`src/rtl/regfile_debug_dumper.sv`:
```
// Register-file debug dumper: takes over the debug read port on start
// and streams a header byte plus every register, MSB first, as bytes.
module regfile_debug_dumper #(
  parameter int          NUM_REGS = 32,
  parameter logic [7:0]  HEADER   = 8'hA5
) (
  input  logic        clk,
  input  logic        rst,
  input  logic        start,
  output logic        busy,
  output logic        done,
  output logic        dbg_on,
  output logic [4:0]  dbg_addr,
  input  logic [31:0] dbg_data,
  output logic [7:0]  tx_data,
  output logic        tx_valid,
  input  logic        tx_ready
);

  typedef enum logic [2:0] {
    S_IDLE,
    S_HEADER,
    S_SET_ADDR,
    S_WAIT,
    S_CAPTURE,
    S_SEND,
    S_DONE
  } state_t;

  // Six bits so the last index of a 32-entry dump is compared exactly.
  localparam logic [5:0] LAST = 6'(NUM_REGS - 1);

  state_t      state;
  logic [5:0]  reg_idx;
  logic [1:0]  byte_idx;
  // Remaining three bytes of the captured word; the top byte is
  // loaded straight into tx_data at capture time.
  logic [23:0] word;

  // Dump sequencer with all outputs registered.
  always_ff @(posedge clk or posedge rst) begin
    if (rst) begin
      state    <= S_IDLE;
      busy     <= 1'b0;
      done     <= 1'b0;
      dbg_on   <= 1'b0;
      dbg_addr <= '0;
      tx_valid <= 1'b0;
      tx_data  <= '0;
      reg_idx  <= '0;
      byte_idx <= '0;
      word     <= '0;
    end else begin
      unique case (state)
        S_IDLE: begin
          if (start) begin
            state    <= S_HEADER;
            busy     <= 1'b1;
            dbg_on   <= 1'b1;
            tx_valid <= 1'b1;
            tx_data  <= HEADER;
          end
        end
        S_HEADER: begin
          if (tx_ready) begin
            tx_valid <= 1'b0;
            state    <= S_SET_ADDR;
          end
        end
        S_SET_ADDR: begin
          dbg_addr <= reg_idx[4:0];
          state    <= S_WAIT;
        end
        S_WAIT: begin
          state <= S_CAPTURE;
        end
        S_CAPTURE: begin
          word     <= dbg_data[23:0];
          tx_data  <= dbg_data[31:24];
          tx_valid <= 1'b1;
          byte_idx <= '0;
          state    <= S_SEND;
        end
        S_SEND: begin
          if (tx_ready) begin
            if (byte_idx == 2'd3) begin
              tx_valid <= 1'b0;
              if (reg_idx == LAST) begin
                done  <= 1'b1;
                state <= S_DONE;
              end else begin
                reg_idx <= reg_idx + 6'd1;
                state   <= S_SET_ADDR;
              end
            end else begin
              byte_idx <= byte_idx + 2'd1;
              tx_data  <= word[23:16];
              word     <= {word[15:0], 8'h00};
            end
          end
        end
        S_DONE: begin
          done     <= 1'b0;
          busy     <= 1'b0;
          dbg_on   <= 1'b0;
          dbg_addr <= '0;
          reg_idx  <= '0;
          state    <= S_IDLE;
        end
        default: begin
          state <= S_IDLE;
        end
      endcase
    end
  end

endmodule

```
`config.mk`:
```
export PLATFORM = sky130hd
export DESIGN_NAME = regfile_debug_dumper
export DESIGN_NICKNAME = d
export VERILOG_FILES = /design/src/rtl/regfile_debug_dumper.sv
export SDC_FILE = /design/constraint.sdc
export NUM_CORES = 1
export LEC_CHECK = 0
export ABC_CLOCK_PERIOD_IN_PS = 1560
export CAP_MARGIN = 10
export CORE_MARGIN = 5
export CORE_UTILIZATION = 45
export CTS_CLUSTER_SIZE = 12
export DETAILED_ROUTE_END_ITERATION = 12
export GPL_TIMING_DRIVEN = 0
export PLACE_DENSITY_LB_ADDON = 0.2
export SYNTH_ARGS = -nofsm -noshare
export SYNTH_HDL_FRONTEND = slang
export SYNTH_SLANG_ARGS = --single-unit
```
`constraint.sdc`:
```
create_clock -name clk -period 1.56 [get_ports clk]
set_clock_uncertainty 0.1 [all_clocks]
set_input_delay 0.234 -clock clk [delete_from_list [all_inputs] [get_ports clk]]
set_output_delay 0.234 -clock clk [all_outputs]
set_load 0.03 [all_outputs]
```
==> metrics, run 1 <==
Die W 83.3 µm; Gate Count Post-Synth 226; first-pass GRT wire length 8850 µm; Final Util 0.639; Layout area overhead 36.7%; Crit Path Max Fanout 7; Synth top area share 0.527; n_diodes 0; GPL Wtd Cong 0.842; fmax 607 MHz; Yosys reg bits 51; Hold Buf Count CTS 0; CP delay by family, top flip-flops; vias in the first global route 1799; reg2reg path depth 6; P_leak 0.00162 µW; Final WS setup -0.0881 ns; total stage count of the critical path 6; Inserted Clock Buffers 5; final hold viol count 0; RSZ-0062 raised after global routing yes; Post-synth ARST share 1.00; reg-to-reg startpoint byte_idx[1]; critical path class reg2reg; Clock Root Buffer clkbuf_8; post-synthesis sequential area ratio 0.527; die area 6940 µm²; Placed Area 3040 µm²; worst skew pair latency 0.31 ns; CP endpoint tx_data[4]; Mapped Nets 264; Mean Syn Cell Area 10.7 µm²; Clk pin slew, worst setup/hold paths 0.09 ns; VDD IR max 0.000786 V; Reg2Reg Setup Slack -0.09 ns; IO Port Bufs 52; nature of the critical path endpoint flop; Routed Wire Length 5310 µm; Residual DRC 0; measured slew at the worst slew-check pin 0.539 ns; Pwr Density 1700 nW/µm²; Synth area leaders dfrtp_1 53%, mux2i_1 8.7%, o21ai_0 5.8%; violated checks setup timing; GRT Util Overall 0.156; WP data arrival 1.74 ns; H-Tree Level Count 2; I/O pin count 53; endpoint required time on the critical path 1.66 ns; setup TNS -0.408 ns; total global routing overflow 0; Vias 1893; slowest CP cell dfrtp_1; Site Rows 26; Synth Flop Type dfrtp_1; Starting DRT DRC Count 152; die height 83.3 µm; vias per inst 5.16; Routed Antenna Nets 0; crit path launch type flop; clock buffer depth 2; Wirelength per Cell 14.5 µm; total of max-cap violations 0; Final Max Tran Viols 0; CP bufs+invs 1; final instance area 3310 µm²; mapped cell area 2420 µm²; # setup viols final 11; worst-path cell chain ha_4 -> nor2b_4 -> o21ai_4 -> a21boi_4 -> buf_6 -> mux2_4; largest net degree at the start of global routing 52; Worst Hold Class in2async; largest area contributor in the netlist dfrtp_1; pre-CTS worst setup slack -0.517 ns; number of flops mapped to enable cells by yosys 0; worst setup path startpoint byte_idx[1]; DRT Pass-1 Iters 4; Net count, final 334; synth unique cells 38; final period utilization 1.06; Final Critical Period 1.65 ns; Slew HR 0.640; clock sink count 51; layout cell share with drive strength beyond 1 0.165; initial antenna violation count 0; status complete, but fails checks; Initial Utilization 0.468; Critical R2R Capture tx_data[4]; CP peak stage delay 0.40 ns; Core ar. 5170 µm²; DP HPWL 3780 µm; Yosys warnings 0; TritonCTS clock tree built
[cells in the mapped netlist (2+ instances only)]
library cell	count
o21ai_0	28
dfrtp_1	51
o22ai_1	5
nor2b_1	3
mux2_4	4
clkbuf_1	4
inv_1	6
a22o_1	12
nor3_1	2
a31oi_1	3
mux2i_1	21
nor2_1	4
a21oi_1	8
buf_2	5
nand2b_1	6
nand2_1	36
o31ai_1	3
ha_1	2
buf_4	4
[layout by cell type, fill, tap and decap left out, types with 2 or more instances in the layout]
cell type	Yosys	routed
mux2i_1	21	21
buf_6	1	6
mux2_4	4	4
nand2b_1	6	6
dfrtp_1	51	51
clkbuf_1	4	2
nor2b_1	3	3
clkdlybuf4s50_1	0	34
nand2_1	36	35
nor2_1	4	3
inv_1	6	5
o31ai_1	3	3
o22ai_1	5	5
a22o_1	12	12
buf_4	4	10
clkbuf_8	0	6
a31oi_1	3	3
o21ai_0	28	27
a21oi_1	8	7
buf_2	5	3
dlygate4sd2_1	0	17
[flip-flops by register name, indices dropped and copies added, names as in the netlist]
signal and count:
done 1, tx_valid 1, dbg_addr 5, reg_idx 6, byte_idx 2, tx_data 8
word 24, dbg_on 1, state 3
[layout make-up]
class / count / area (µm²)
timing repair buffer: 63 / 602
fill: 438 / 1870
clock inverter: 2 / 38.8
tap: 70 / 87.6
clock buffer: 6 / 82.6
multi-input combinational: 154 / 1090
buffer: 14 / 98.8
inverter: 7 / 30.0
sequential: 51 / 1280
[cells by family (layout without fill, tap and decap cells)]
kind of cell             after synthesis  in the layout  synth area share
AO/OA/AOI/OAI                         65             65             0.178
adder cells (fa/ha/maj)                2              2            0.0103
buffers and inverters                 21             92            0.0445
flip-flops                            51             51             0.527
multiplexers                          25             25             0.112
AND/OR/NAND/NOR                       62             62             0.128
[layer usage]
metal / share of wire / global-route usage
met1: 0.47 / 0.221
met2: 0.45 / 0.237
met3: 0.066 / 0.0386
met4: 0.012 / 0.0446
met5: 0 / 0
[worst reg2reg max path, cell delays in order, from the launching register on]
cell	delay, ns
dfrtp_1	0.40
ha_4	0.17
nor2b_4	0.05
o21ai_4	0.17
a21boi_4	0.20
buf_6	0.15
mux2_4	0.30
[per-stage QoR]
step / hold WS, ns / power, µW / std cells
2_1_floorplan: 0.183 / 3840 / 226
3_3_place_gp: 0.352 / 4510 / 348
3_5_place_dp: 0.360 / 4580 / 348
4_1_cts: 0.382 / 5580 / 364
5_1_grt: 0.282 / 6000 / 367
6_report: 0.215 / 5630 / 367
[repair_timing]
item | CTS | global route
setup endpoints to repair | 48 | 50
cloned | 0 | 0
setup buffers | 8 | 2
pin swaps | 7 | 4
resized for setup | 29 | 10
[worst min path at each step]
stage | startpoint | end | cells after the start | slack (ns)
6_report | rst | tx_data[2] | 2 | 0.22
5_1_grt | rst | tx_data[2] | 2 | 0.28
4_1_cts | tx_valid | tx_valid | 2 | 0.38
3_5_place_dp | tx_valid | tx_valid | 2 | 0.36
3_3_place_gp | tx_valid | tx_valid | 2 | 0.35
2_1_floorplan | rst | byte_idx[0] | 1 | 0.18
[where the power goes]
group,leakage (µW),switching (µW),internal [µW]
clock,0.0000618,445,528
combinational,0.000907,1350,1190
sequential,0.000647,294,1820
total,0.00162,2090,3530
No activity file was read; power rests on OpenSTA's default activity.
==> inputs of run 2 (changes only) <==
ABC_CLOCK_PERIOD_IN_PS = 1800   (was 1560)
clock period = 1.8 ns   (was 1.56 ns; I/O delays follow)
==> run 2 against run 1 <==
  * Design area shrank 2.8%
  * Critical path type is now reg2out
  * The flow now finishes without violations
  * Non-clock buffer count shrank 4
  * Flip-flop and latch count stayed put
  * Die area did not move
  * Register-to-register slack better by 0.18 ns
  * Total power down 16%
  * Sequential share of layout area increased by 1.1 points
  * Count of clock-buffer cells in the layout is 1 lower
  * Combinational power decreased by 13%
==> metrics, run 2 (synthesis gave the netlist of run 1 again) <==
VDD IR max 0.000671 V; Routed Wire Length 5400 µm; Site Rows 26; Final Util 0.621; clock buffer depth 2; total global routing overflow 0; Residual DRC 0; fmax 570 MHz; max FFs per register 24; Wirelength per Cell 14.9 µm; slowest CP cell clkdlybuf4s50_1; Initial Utilization 0.468; Placed Area 3050 µm²; I/O pin count 53; die area 6940 µm²; Int Pwr 2900 µW; nature of the critical path endpoint output port; Largest regs word: 24 flops, tx_data: 8 flops, reg_idx: 6 flops; Biggest register word; Layout area overhead 32.8%; largest net degree at the start of global routing 38; Core ar. 5170 µm²; NetSw 1830 µW; # setup viols final 0; P_leak 0.00152 µW; CP bufs+invs 1; GPL Wtd Cong 0.864; IO Port Bufs 52; n_diodes 0; Pwr Density 1470 nW/µm²; DRT Pass-1 Iters 4; final hold viol count 0; status completed; most common cell after layout, fill and taps aside dfrtp_1; Clk pin slew, worst setup/hold paths 0.10 ns; worst skew pair latency 0.32 ns; vias in the first global route 1906; Die W 83.3 µm; clock sink count 51; Routed Antenna Nets 0; Vias 1952; crit path launch type flop; CP delay by family, top buffers and inverters; H-Tree Level Count 2; Net count, final 330; DP HPWL 3950 µm; final period utilization 0.975; Clock Root Buffer clkbuf_8; Starting DRT DRC Count 98; endpoint required time on the critical path 1.43 ns; measured slew at the worst slew-check pin 0.451 ns; power share of the clock group 0.147; worst-path cell chain clkdlybuf4s50_1; Inserted Clock Buffers 5; layout cell share with drive strength beyond 1 0.137; Comb power frac 0.466; critical path class reg2out; Crit Path Max Fanout 2; Slew HR 0.700; Worst Hold Class in2async; Switching Share 0.387; initial antenna violation count 0; die height 83.3 µm; WP data arrival 1.39 ns; first-pass GRT wire length 8690 µm; Final Critical Period 1.76 ns; final instance area 3210 µm²; Final Max Tran Viols 0; total of max-cap violations 0; CP peak stage delay 0.68 ns; vias per inst 5.38; GRT Util Overall 0.154; sequential share of power 0.386; TritonCTS clock tree built; most frequent cells in the layout 51 x dfrtp_1, 49 x clkdlybuf4s50_1, 36 x nand2_1
## run 2: cell count changes in the layout (fill, tap and decap cells not counted), moves of 2 or more
cell,before,now
clkbuf_1,2,4
dlygate4sd2_1,17,2
clkdlybuf4s50_1,34,49
buf_2,3,5
buf_6,6,0
## run 2: metrics by stage
step / total power [µW] / std cells / TNS [ns] / setup WS, ns / hold WS [ns]
CTS: 4680 / 357 / 0 / 0.0201 / 0.149
global route: 5050 / 363 / -0.00824 / -0.00824 / 0.166
detailed placement: 3970 / 349 / -5.21 / -0.316 / 0.355
global placement: 3920 / 348 / -46.55 / -0.810 / 0.351
finish: 4730 / 363 / 0 / 0.0441 / 0.131
floorplan: 3310 / 226 / 0 / 0.0937 / 0.303
## run 2: final timing paths
path	start	to	slack [ns]	cells past startpoint
max	tx_data[4]	tx_data[4]	0.04	1
min	rst	done	0.13	2
max reg2reg	byte_idx[1]	tx_data[4]	0.09	6
min reg2reg	tx_valid	tx_valid	0.37	2
max in group asynchronous	rst	state[2]	0.96	3
min in group clk	tx_ready	done	0.33	3
## run 2: final cells by class
type / instances / area (µm²)
multi-input cells: 154 / 1060
fillers: 449 / 1960
flip-flops and latches: 51 / 1280
clock buffers: 5 / 68.8
plain buffers: 14 / 85.1
well taps: 70 / 87.6
clock inverters: 3 / 26.3
repair buffers: 59 / 586
inverters: 7 / 26.3
## run 2: layer usage
metal	routed length [µm]	GRT usage	share of wire
met5	0	0	0
met4	102	0.0743	0.019
met3	381	0.0465	0.071
met2	2660	0.257	0.49
met1	2260	0.181	0.42
## run 2: repair_timing
action                     4_1_cts  5_1_grt
hold buffers                     0        0
pin swaps                        0        2
setup endpoints to repair        6       11
setup buffers                    0        6
gates resized for setup          4        4
## run 2: power groups by stage
| stage | Combinational (µW) | Clock [µW] | Sequential [µW] |
|---|---|---|---|
| floorplan | 1310 | 0 | 2000 |
| global placement | 2090 | 0 | 1830 |
| detailed placement | 2120 | 0 | 1850 |
| CTS | 2130 | 721 | 1830 |
| global route | 2400 | 766 | 1880 |
| finish | 2210 | 697 | 1830 |
